**src/rtl/pipe_backbone_if.sv**
```systemverilog
// Handshake and observation bundle between fetch, the pipeline backbone and writeback.
// The backbone uses the slave modport; the surrounding datapath or bench uses master.
interface pipe_backbone_if #(
  parameter int unsigned STAGES = 5,
  parameter int unsigned WIDTH  = 32,
  parameter int unsigned CNT_W  = 32
);
  logic                      in_valid;
  logic [WIDTH-1:0]          in_data;
  logic                      in_ready;
  logic [STAGES-1:0]         stall_req;
  logic                      exc_req;
  logic [STAGES-1:0]         stage_valid;
  logic [STAGES*WIDTH-1:0]   stage_data;
  logic                      retire_valid;
  logic [WIDTH-1:0]          retire_data;
  logic                      exc_taken;
  logic [WIDTH-1:0]          exc_data;
  logic [CNT_W-1:0]          stall_cycles;
  logic [CNT_W-1:0]          flush_count;

  modport master (
    output in_valid, in_data, stall_req, exc_req,
    input  in_ready, stage_valid, stage_data, retire_valid, retire_data,
           exc_taken, exc_data, stall_cycles, flush_count
  );

  modport slave (
    input  in_valid, in_data, stall_req, exc_req,
    output in_ready, stage_valid, stage_data, retire_valid, retire_data,
           exc_taken, exc_data, stall_cycles, flush_count
  );
endinterface

```
**src/rtl/pipe_backbone.sv**
```systemverilog
// Parametrised pipeline skeleton: valid/payload chain with centralised stall and flush
// resolution, a precise-exception flush point and saturating stall/flush counters.
module pipe_backbone #(
  parameter int unsigned STAGES    = 5,
  parameter int unsigned WIDTH     = 32,
  parameter int unsigned EXC_STAGE = 2,
  parameter int unsigned CNT_W     = 32
) (
  input logic            clk,
  input logic            rst,
  pipe_backbone_if.slave bus
);

  localparam logic [CNT_W-1:0] CntMax = '1;
  localparam logic [CNT_W-1:0] CntOne = CNT_W'(1);

  logic [STAGES-1:0]            valid_q, valid_d;
  logic [STAGES-1:0][WIDTH-1:0] data_q, data_d;
  logic [STAGES-1:0]            hold;
  logic                         exc_eff;
  logic                         stall_inc;
  logic                         exc_taken_q;
  logic [WIDTH-1:0]             exc_data_q, exc_data_d;
  logic [CNT_W-1:0]             stall_cnt_q, stall_cnt_d;
  logic [CNT_W-1:0]             flush_cnt_q, flush_cnt_d;

  // hold[k] is set when any stage at or above k requests a stall, i.e. k <= J.
  always_comb begin
    hold = '0;
    hold[STAGES-1] = bus.stall_req[STAGES-1];
    for (int k = int'(STAGES) - 2; k >= 0; k--) begin
      hold[k] = hold[k+1] | bus.stall_req[k];
    end
  end

  // The exception waits while its own stage or any older stage is stalled.
  assign exc_eff   = bus.exc_req & valid_q[EXC_STAGE] & ~hold[EXC_STAGE];
  assign stall_inc = hold[0] & ~exc_eff;

  always_comb begin
    valid_d = valid_q;
    data_d  = data_q;
    if (exc_eff) begin
      // Kill stages up to and including EXC_STAGE, bubble the one above, drain the rest.
      valid_d[0] = 1'b0;
      for (int k = 1; k < int'(STAGES); k++) begin
        if (k <= int'(EXC_STAGE) + 1) begin
          valid_d[k] = 1'b0;
        end else begin
          valid_d[k] = valid_q[k-1];
          data_d[k]  = data_q[k-1];
        end
      end
    end else begin
      if (!hold[0]) begin
        valid_d[0] = bus.in_valid;
        data_d[0]  = bus.in_data;
      end
      for (int k = 1; k < int'(STAGES); k++) begin
        if (!hold[k]) begin
          if (hold[k-1]) begin
            valid_d[k] = 1'b0;
          end else begin
            valid_d[k] = valid_q[k-1];
            data_d[k]  = data_q[k-1];
          end
        end
      end
    end
  end

  always_comb begin
    exc_data_d  = exc_eff ? data_q[EXC_STAGE] : exc_data_q;
    stall_cnt_d = stall_cnt_q;
    flush_cnt_d = flush_cnt_q;
    if (stall_inc && (stall_cnt_q != CntMax)) begin
      stall_cnt_d = stall_cnt_q + CntOne;
    end
    if (exc_eff && (flush_cnt_q != CntMax)) begin
      flush_cnt_d = flush_cnt_q + CntOne;
    end
  end

  always_ff @(posedge clk) begin
    if (rst) begin
      valid_q     <= '0;
      data_q      <= '0;
      exc_taken_q <= 1'b0;
      exc_data_q  <= '0;
      stall_cnt_q <= '0;
      flush_cnt_q <= '0;
    end else begin
      valid_q     <= valid_d;
      data_q      <= data_d;
      exc_taken_q <= exc_eff;
      exc_data_q  <= exc_data_d;
      stall_cnt_q <= stall_cnt_d;
      flush_cnt_q <= flush_cnt_d;
    end
  end

  assign bus.in_ready     = ~hold[0] & ~exc_eff;
  assign bus.stage_valid  = valid_q;
  assign bus.stage_data   = data_q;
  assign bus.retire_valid = valid_q[STAGES-1] & ~bus.stall_req[STAGES-1];
  assign bus.retire_data  = data_q[STAGES-1];
  assign bus.exc_taken    = exc_taken_q;
  assign bus.exc_data     = exc_data_q;
  assign bus.stall_cycles = stall_cnt_q;
  assign bus.flush_count  = flush_cnt_q;

endmodule

```
**src/flat_wrapper.sv**
```systemverilog
// flat-port wrapper written by rule: the top's interface ports become plain ports
module pipe_backbone_flat 
#(
  parameter int unsigned STAGES    = 5,
  parameter int unsigned WIDTH     = 32,
  parameter int unsigned EXC_STAGE = 2,
  parameter int unsigned CNT_W     = 32
)
  (clk, rst, bus_in_valid, bus_in_data, bus_stall_req, bus_exc_req, bus_in_ready, bus_stage_valid, bus_stage_data, bus_retire_valid, bus_retire_data, bus_exc_taken, bus_exc_data, bus_stall_cycles, bus_flush_count);
  pipe_backbone_if #(.STAGES(STAGES), .WIDTH(WIDTH), .CNT_W(CNT_W)) bus_i ();
  input logic clk;
  input logic rst;
  input wire logic [$bits(bus_i.in_valid)-1:0] bus_in_valid;
  input wire logic [$bits(bus_i.in_data)-1:0] bus_in_data;
  input wire logic [$bits(bus_i.stall_req)-1:0] bus_stall_req;
  input wire logic [$bits(bus_i.exc_req)-1:0] bus_exc_req;
  output wire logic [$bits(bus_i.in_ready)-1:0] bus_in_ready;
  output wire logic [$bits(bus_i.stage_valid)-1:0] bus_stage_valid;
  output wire logic [$bits(bus_i.stage_data)-1:0] bus_stage_data;
  output wire logic [$bits(bus_i.retire_valid)-1:0] bus_retire_valid;
  output wire logic [$bits(bus_i.retire_data)-1:0] bus_retire_data;
  output wire logic [$bits(bus_i.exc_taken)-1:0] bus_exc_taken;
  output wire logic [$bits(bus_i.exc_data)-1:0] bus_exc_data;
  output wire logic [$bits(bus_i.stall_cycles)-1:0] bus_stall_cycles;
  output wire logic [$bits(bus_i.flush_count)-1:0] bus_flush_count;
  assign bus_i.in_valid = bus_in_valid;
  assign bus_i.in_data = bus_in_data;
  assign bus_i.stall_req = bus_stall_req;
  assign bus_i.exc_req = bus_exc_req;
  assign bus_in_ready = bus_i.in_ready;
  assign bus_stage_valid = bus_i.stage_valid;
  assign bus_stage_data = bus_i.stage_data;
  assign bus_retire_valid = bus_i.retire_valid;
  assign bus_retire_data = bus_i.retire_data;
  assign bus_exc_taken = bus_i.exc_taken;
  assign bus_exc_data = bus_i.exc_data;
  assign bus_stall_cycles = bus_i.stall_cycles;
  assign bus_flush_count = bus_i.flush_count;
  pipe_backbone #(.STAGES(STAGES), .WIDTH(WIDTH), .EXC_STAGE(EXC_STAGE), .CNT_W(CNT_W)) u_core (.clk(clk), .rst(rst), .bus(bus_i));
endmodule
```
**config.mk**
```make
export PLATFORM = sky130hd
export DESIGN_NAME = pipe_backbone_flat
export DESIGN_NICKNAME = d
export VERILOG_FILES = /design/src/rtl/pipe_backbone_if.sv /design/src/rtl/pipe_backbone.sv /design/src/flat_wrapper.sv
export SDC_FILE = /design/constraint.sdc
export NUM_CORES = 1
export LEC_CHECK = 0
export ABC_AREA = 1
export ABC_CLOCK_PERIOD_IN_PS = 1520
export CAP_MARGIN = 20
export CORE_MARGIN = 2
export CORE_UTILIZATION = 42
export CTS_CLUSTER_SIZE = 25
export DETAILED_ROUTE_END_ITERATION = 16
export PLACE_DENSITY = 0.76
export SETUP_SLACK_MARGIN = 0.02
export SLEW_MARGIN = 20
export SYNTH_ARGS = -nofsm -noshare
export SYNTH_HDL_FRONTEND = slang
export SYNTH_SLANG_ARGS = --single-unit
```
**constraint.sdc**
```tcl
create_clock -name clk -period 1.52 [get_ports clk]
set_input_delay 0.304 -clock clk [delete_from_list [all_inputs] [get_ports clk]]
set_output_delay 0.304 -clock clk [all_outputs]
set_load 0.005 [all_outputs]
```
# --- Word level (Yosys, flattened, before mapping) ---
# Index checks and enable logic that the tools add are counted.
totals:
  ff_bits: 262
  elab_cells: 62
  out_inout_bits: 296
  input_bits: 41
op_classes:
  mux: 19
  n_reduce_logical: 8
  bitwise_logic: 15
  eq_ne: 4
  n_addsub: 2
op_table:
  columns: ["cell", "count"]
  rows:
  - ["32-bit 2-to-1 mux", 8]
  - ["128-bit 2-to-1 mux", 1]
  - ["32-bit by 1-bit adder with 32-bit output, second input constant", 2]
  - ["32-bit != test, second input constant", 2]
  - ["1-bit 2-to-1 mux", 9]
  - ["3-bit AND reduction", 3]
  - ["1-bit NOT", 6]
  - ["1-bit AND", 5]
  - ["5-bit 2-to-1 mux", 1]
  - ["1-bit OR", 4]
  - ["2-bit AND reduction", 2]
  - ["1-bit logical AND", 2]
  - ["2-bit by 1-bit != test with 1-bit output, second input constant", 1]
  - ["2-bit != test, second input constant", 1]
  - ["2-bit OR reduction", 1]

# --- Logic depth before layout (Yosys ltp) ---
# Gate-level depths: netlist (run 1).
logic_depth:
  word_depth: 7
  depth_mapped: 11
  ltp_nobuf: 11

# --- Worst setup path before layout (run 1) ---
# No wires, ideal clock.
synth_path:
  kind: "register -> register"
  startpoint: "register u_core.stall_cnt_q[0], in the netlist u_core.bus.stall_cycles[0]"
  endpoint: "register u_core.stall_cnt_q[28], in the netlist u_core.bus.stall_cycles[28]"
  t_required_ns: 1.407
  n_path_buf: 2
  period_less_slack_ns: 1.664
  path_stages_with_launch: 11
  slack_ns: -0.144
  setup_time_ns: 0.113
  arrival_time_ns: 1.551
  cell_sequence: "dfxtp_1 ha_1 nand2_2 nor2_4 nand2_4 nor2_8 nand3b_4 buf_6 buf_6 a21oi_2 nor2_1"
synth_between:
  elab_chain_len: 2
  elab_cells_between_ends: 3
  cone_classes: "1 x add/sub; 1 x eq/ne; 1 x reduce/logical"
synth_rtl:
  columns: ["item", "line_no", "text"]
  rows:
  - ["start, declared", "pipe_backbone.sv:24", "logic [CNT_W-1:0] stall_cnt_q, stall_cnt_d;"]
  - ["start signal, assigned", "pipe_backbone.sv:97", "stall_cnt_q <= stall_cnt_d;"]
  - ["branches (longest 2 deep; another with 32-bit by 1-bit adder with 32-bit output)", null, null]
# Parallel ways; which one is timed is not known.
# A chain may end at the register's enable or synchronous reset.

# --- Final worst setup path (run 1) ---
layout_path:
  startpoint: "register u_core.stall_cnt_q[15], in the netlist u_core.bus.stall_cycles[15]"
  endpoint: "register u_core.stall_cnt_q[27], in the netlist u_core.bus.stall_cycles[27]"
# The elaborated chain is that of the path after synthesis.

==> flow_summary.ini, run 1 <==
[floorplan]
number_of_top_level_pins = 337
rows = 58
die_area_um2 = 27100
die_w_um = 165
core_um2 = 25300
die_height_um = 165
start_util = 0.429

[timing]
post_route_skew_ns = 0.0122
max_clock_freq_mhz = 554
fin_ws_ns = -0.284
fin_crit_ns = 1.80
timing.final.crit_share = 1.19
tightest_slew_ns = 0.603
setup_violations = 56
grt_setup_unrepaired = true
slew_viol_final = 0
worst_slew_slack_as_a_fraction_of_its_limit = 0.598
hold_viol_final = 0

[clock_network]
clock_tree.root_cell = clkbuf_16
clock_latency_ns = 0.55
numCtsBuffers = 29
cts_buffer_depth = 3
h-tree-depth = 1
cts.sinks = 262
cts_tree = built
clk_pin_slew_worst_paths_ns = 0.06

[final_layout]
num-fill-cells = 1866
post_layout_nets = 2041
mostFrequentLayoutCells = nor2_1, dlygate4sd2_1, nand2_1, buf_4, o21ai_0
final-instance-count-excl-fill = 2350
antennaDiodeCount = 0
final_area_um2 = 18200
syn_to_final_growth_pct = 67.6
layout.cells.most_common = nor2_1
fraction_of_final_layout_cells_sized_beyond_drive_strength_1 = 0.365
finish.utilization = 0.720

[routing]
detail_route.wirelength_um = 42500
drt_drc_violations_left = 0
routed-via-count = 12418
drt_pass1_iterations = 6
antenna_violating_nets_post_route = 0
wire_per_inst_um = 18.1
drt_first_iter_violations = 1014
detail_route.vias_per_cell = 5.28

[power_and_ir_drop]
vdd_drop_max_uv = 882
power.leakage_nw = 8.62
pwr_density_cell_nw_per_um2 = 848
internal_power_w = 0.0118
sw_frac_of_total = 0.236
report.power.total_w = 0.0154
power.net_switching_w = 0.00365
gate_power_share = 0.081
pwr-share-seq = 0.465
clkPwrFrac = 0.454

[synthesis]
yosys.area.top_type_share = 0.484
synth_edf_count = 0
yosys_warnings = 0
synth_cell_type_count = 32
async_reset_ff_frac = 0
synth_area_um2 = 10800
synth_top_cells_by_area = dfxtp_1, nor2_1, o21ai_0, nand2_1, a21oi_1
synth_top_area_cell = dfxtp_1
synth_ff_type = dfxtp_1
post_synth_inst_count = 1498
avgSynthCellArea_um2 = 7.24
postSynthRegisterBits = 262
synthesis.nets = 1541
synth-seq-area-share = 0.484

[critical_path]
path_max_fanout = 4
rrSetupSlack_ns = -0.28
worstPathCellList = buf_4, nand2_1, nor2_1, nand2_1, nor2_1, nand2_1, nor2_1, nand3_1, nand2_1, nor2_1
critical-path-max-stage-delay_ns = 0.33
critical_path.startpoint = u_core.bus.stall_cycles[15]
slowest_cell_on_the_critical_path = dfxtp_2
crit_path_start_kind = register
r2r_path_start = u_core.bus.stall_cycles[15]
timing.critical_path.required_ns = 1.96
worst_ep_arrival_time_ns = 2.25
worstSetupEndpointType = register
timing.setup.critical_path_class = reg2reg

[placement]
placement.cell_area_um2 = 15700
numPlacedInstances = 2226
detailedPlacementHpwl_um = 26600
detailedPlace.worstSlack_ns = -0.664
numPortBuffers = 336
gpl.final_weighted_congestion = 0.906

[global_routing]
grt_first_pass_wirelength_um = 60100
vias_in_the_first_global_route = 11499
grt_antenna_before_repair = 0
grt.met3_usage = 0.0434
grt_util_met2 = 0.462
use_met1 = 0.354
globalRouteTotalUtil = 0.276
overflow_left_after_global_routing = 0
grt_max_degree = 66
grt_most_used_layer = met2

[run]
cap_viol_max_count = 0

[min_path]
min_path_type = in2reg
hold_path_startpoint = bus_stall_req[4]

[status]
outcome = finished, violations left
violated_checks = negative setup slack
final cells by class:
cell class | instances | area, um^2 | area share
Timing Repair Buffer | 582 | 5470 | 0.301
Clock inverter | 14 | 133 | 0.00730
Multi-Input combinational cell | 1003 | 5400 | 0.297
Inverter | 120 | 467 | 0.0257
Sequential cell | 262 | 5480 | 0.301
Clock buffer | 39 | 813 | 0.0447
Tap cell | 330 | 413 | 0.0227
kinds of logic after synthesis:
| group | count (synthesis) | synth area share |
|---|---|---|
| and+or+nand+nor | 649 | 0.250 |
| adders and majority gates | 2 | 0.00231 |
| xor gates and xnor gates | 5 | 0.00404 |
| buffers and inverters | 233 | 0.0964 |
| DFF | 262 | 0.484 |
| AOI/OAI and AO/OA | 347 | 0.163 |
cell usage after synthesis, types with 6 or more instances:
cell and number:
a21oi_1 146, a21oi_2 8, buf_2 17, buf_4 34, clkbuf_1 56, dfxtp_1 262, inv_1 118, nand2_1 201
nand3_1 107, nand4_1 10, nor2_1 302, nor3_1 6, o21ai_0 191
worst paths after layout:
kind / to / depth (start not counted)
worst max-delay path: u_core.bus.stall_cycles[27] / 10
worst min-delay path: u_core.bus.stage_valid[4] / 4
worst max register to register: u_core.bus.stall_cycles[27] / 10
worst min register to register: u_core.bus.retire_data[19] / 2
through the flow:
stage          TNS, ns  hold slack [ns]
2_1_floorplan   -0.272            0.388
3_3_place_gp   -104.71            0.451
3_5_place_dp   -117.71            0.457
4_1_cts          -4.00            0.303
5_1_grt         -10.94            0.296
6_report         -6.73            0.275
worst max-delay path: cells and delay by family, from the launching register on:
kind                   cells  cell delay (ns)
and+or+nand+nor            9             1.25
buffers and inverters      1             0.13
DFF                        1             0.33
layer usage:
metal / wire length, um / up-vias
met5: 0 / -
met4: 2120 / 0
met3: 3230 / 165
met2: 20200 / 609
met1: 16900 / 5807
li1: - / 5837
power groups by stage:
stage | Clock, W | Combinational (W) | Sequential [W]
global placement | 0 | 0.00123 | 0.00732
detailed placement | 0 | 0.00126 | 0.00732
CTS | 0.00703 | 0.00118 | 0.00717
finish | 0.00701 | 0.00124 | 0.00717
floorplan | 0 | 0.000460 | 0.00731
global route | 0.00733 | 0.00135 | 0.00719
flip-flops by register name (all words and copies together) (netlist names):
register / flops
u_core.bus.stage_data: 128
u_core.bus.exc_data: 32
u_core.bus.flush_count: 32
u_core.bus.retire_data: 32
u_core.bus.stall_cycles: 32
u_core.bus.stage_valid: 5
u_core.bus.exc_taken: 1
repair_timing:
action | CTS | global route
setup buffers | 42 | 14
resized for setup | 804 | 201
setup endpoints to repair | 423 | 130
cloned | 9 | 9
pin swaps | 50 | 56
hold buffers | 0 | 0
Power figures use the tool's default switching activity.
==> run 2, diff against run 1 <==
--- a/config.mk
+++ b/config.mk
@@ -7,7 +7,6 @@
 export LEC_CHECK = 0
 export ABC_AREA = 1
 export ABC_CLOCK_PERIOD_IN_PS = 1520
-export CAP_MARGIN = 20
 export CORE_MARGIN = 2
 export CORE_UTILIZATION = 42
 export CTS_CLUSTER_SIZE = 25
==> results of run 2 <==
Same layout as run 1: the final DEF is identical, and so are final timing and power.
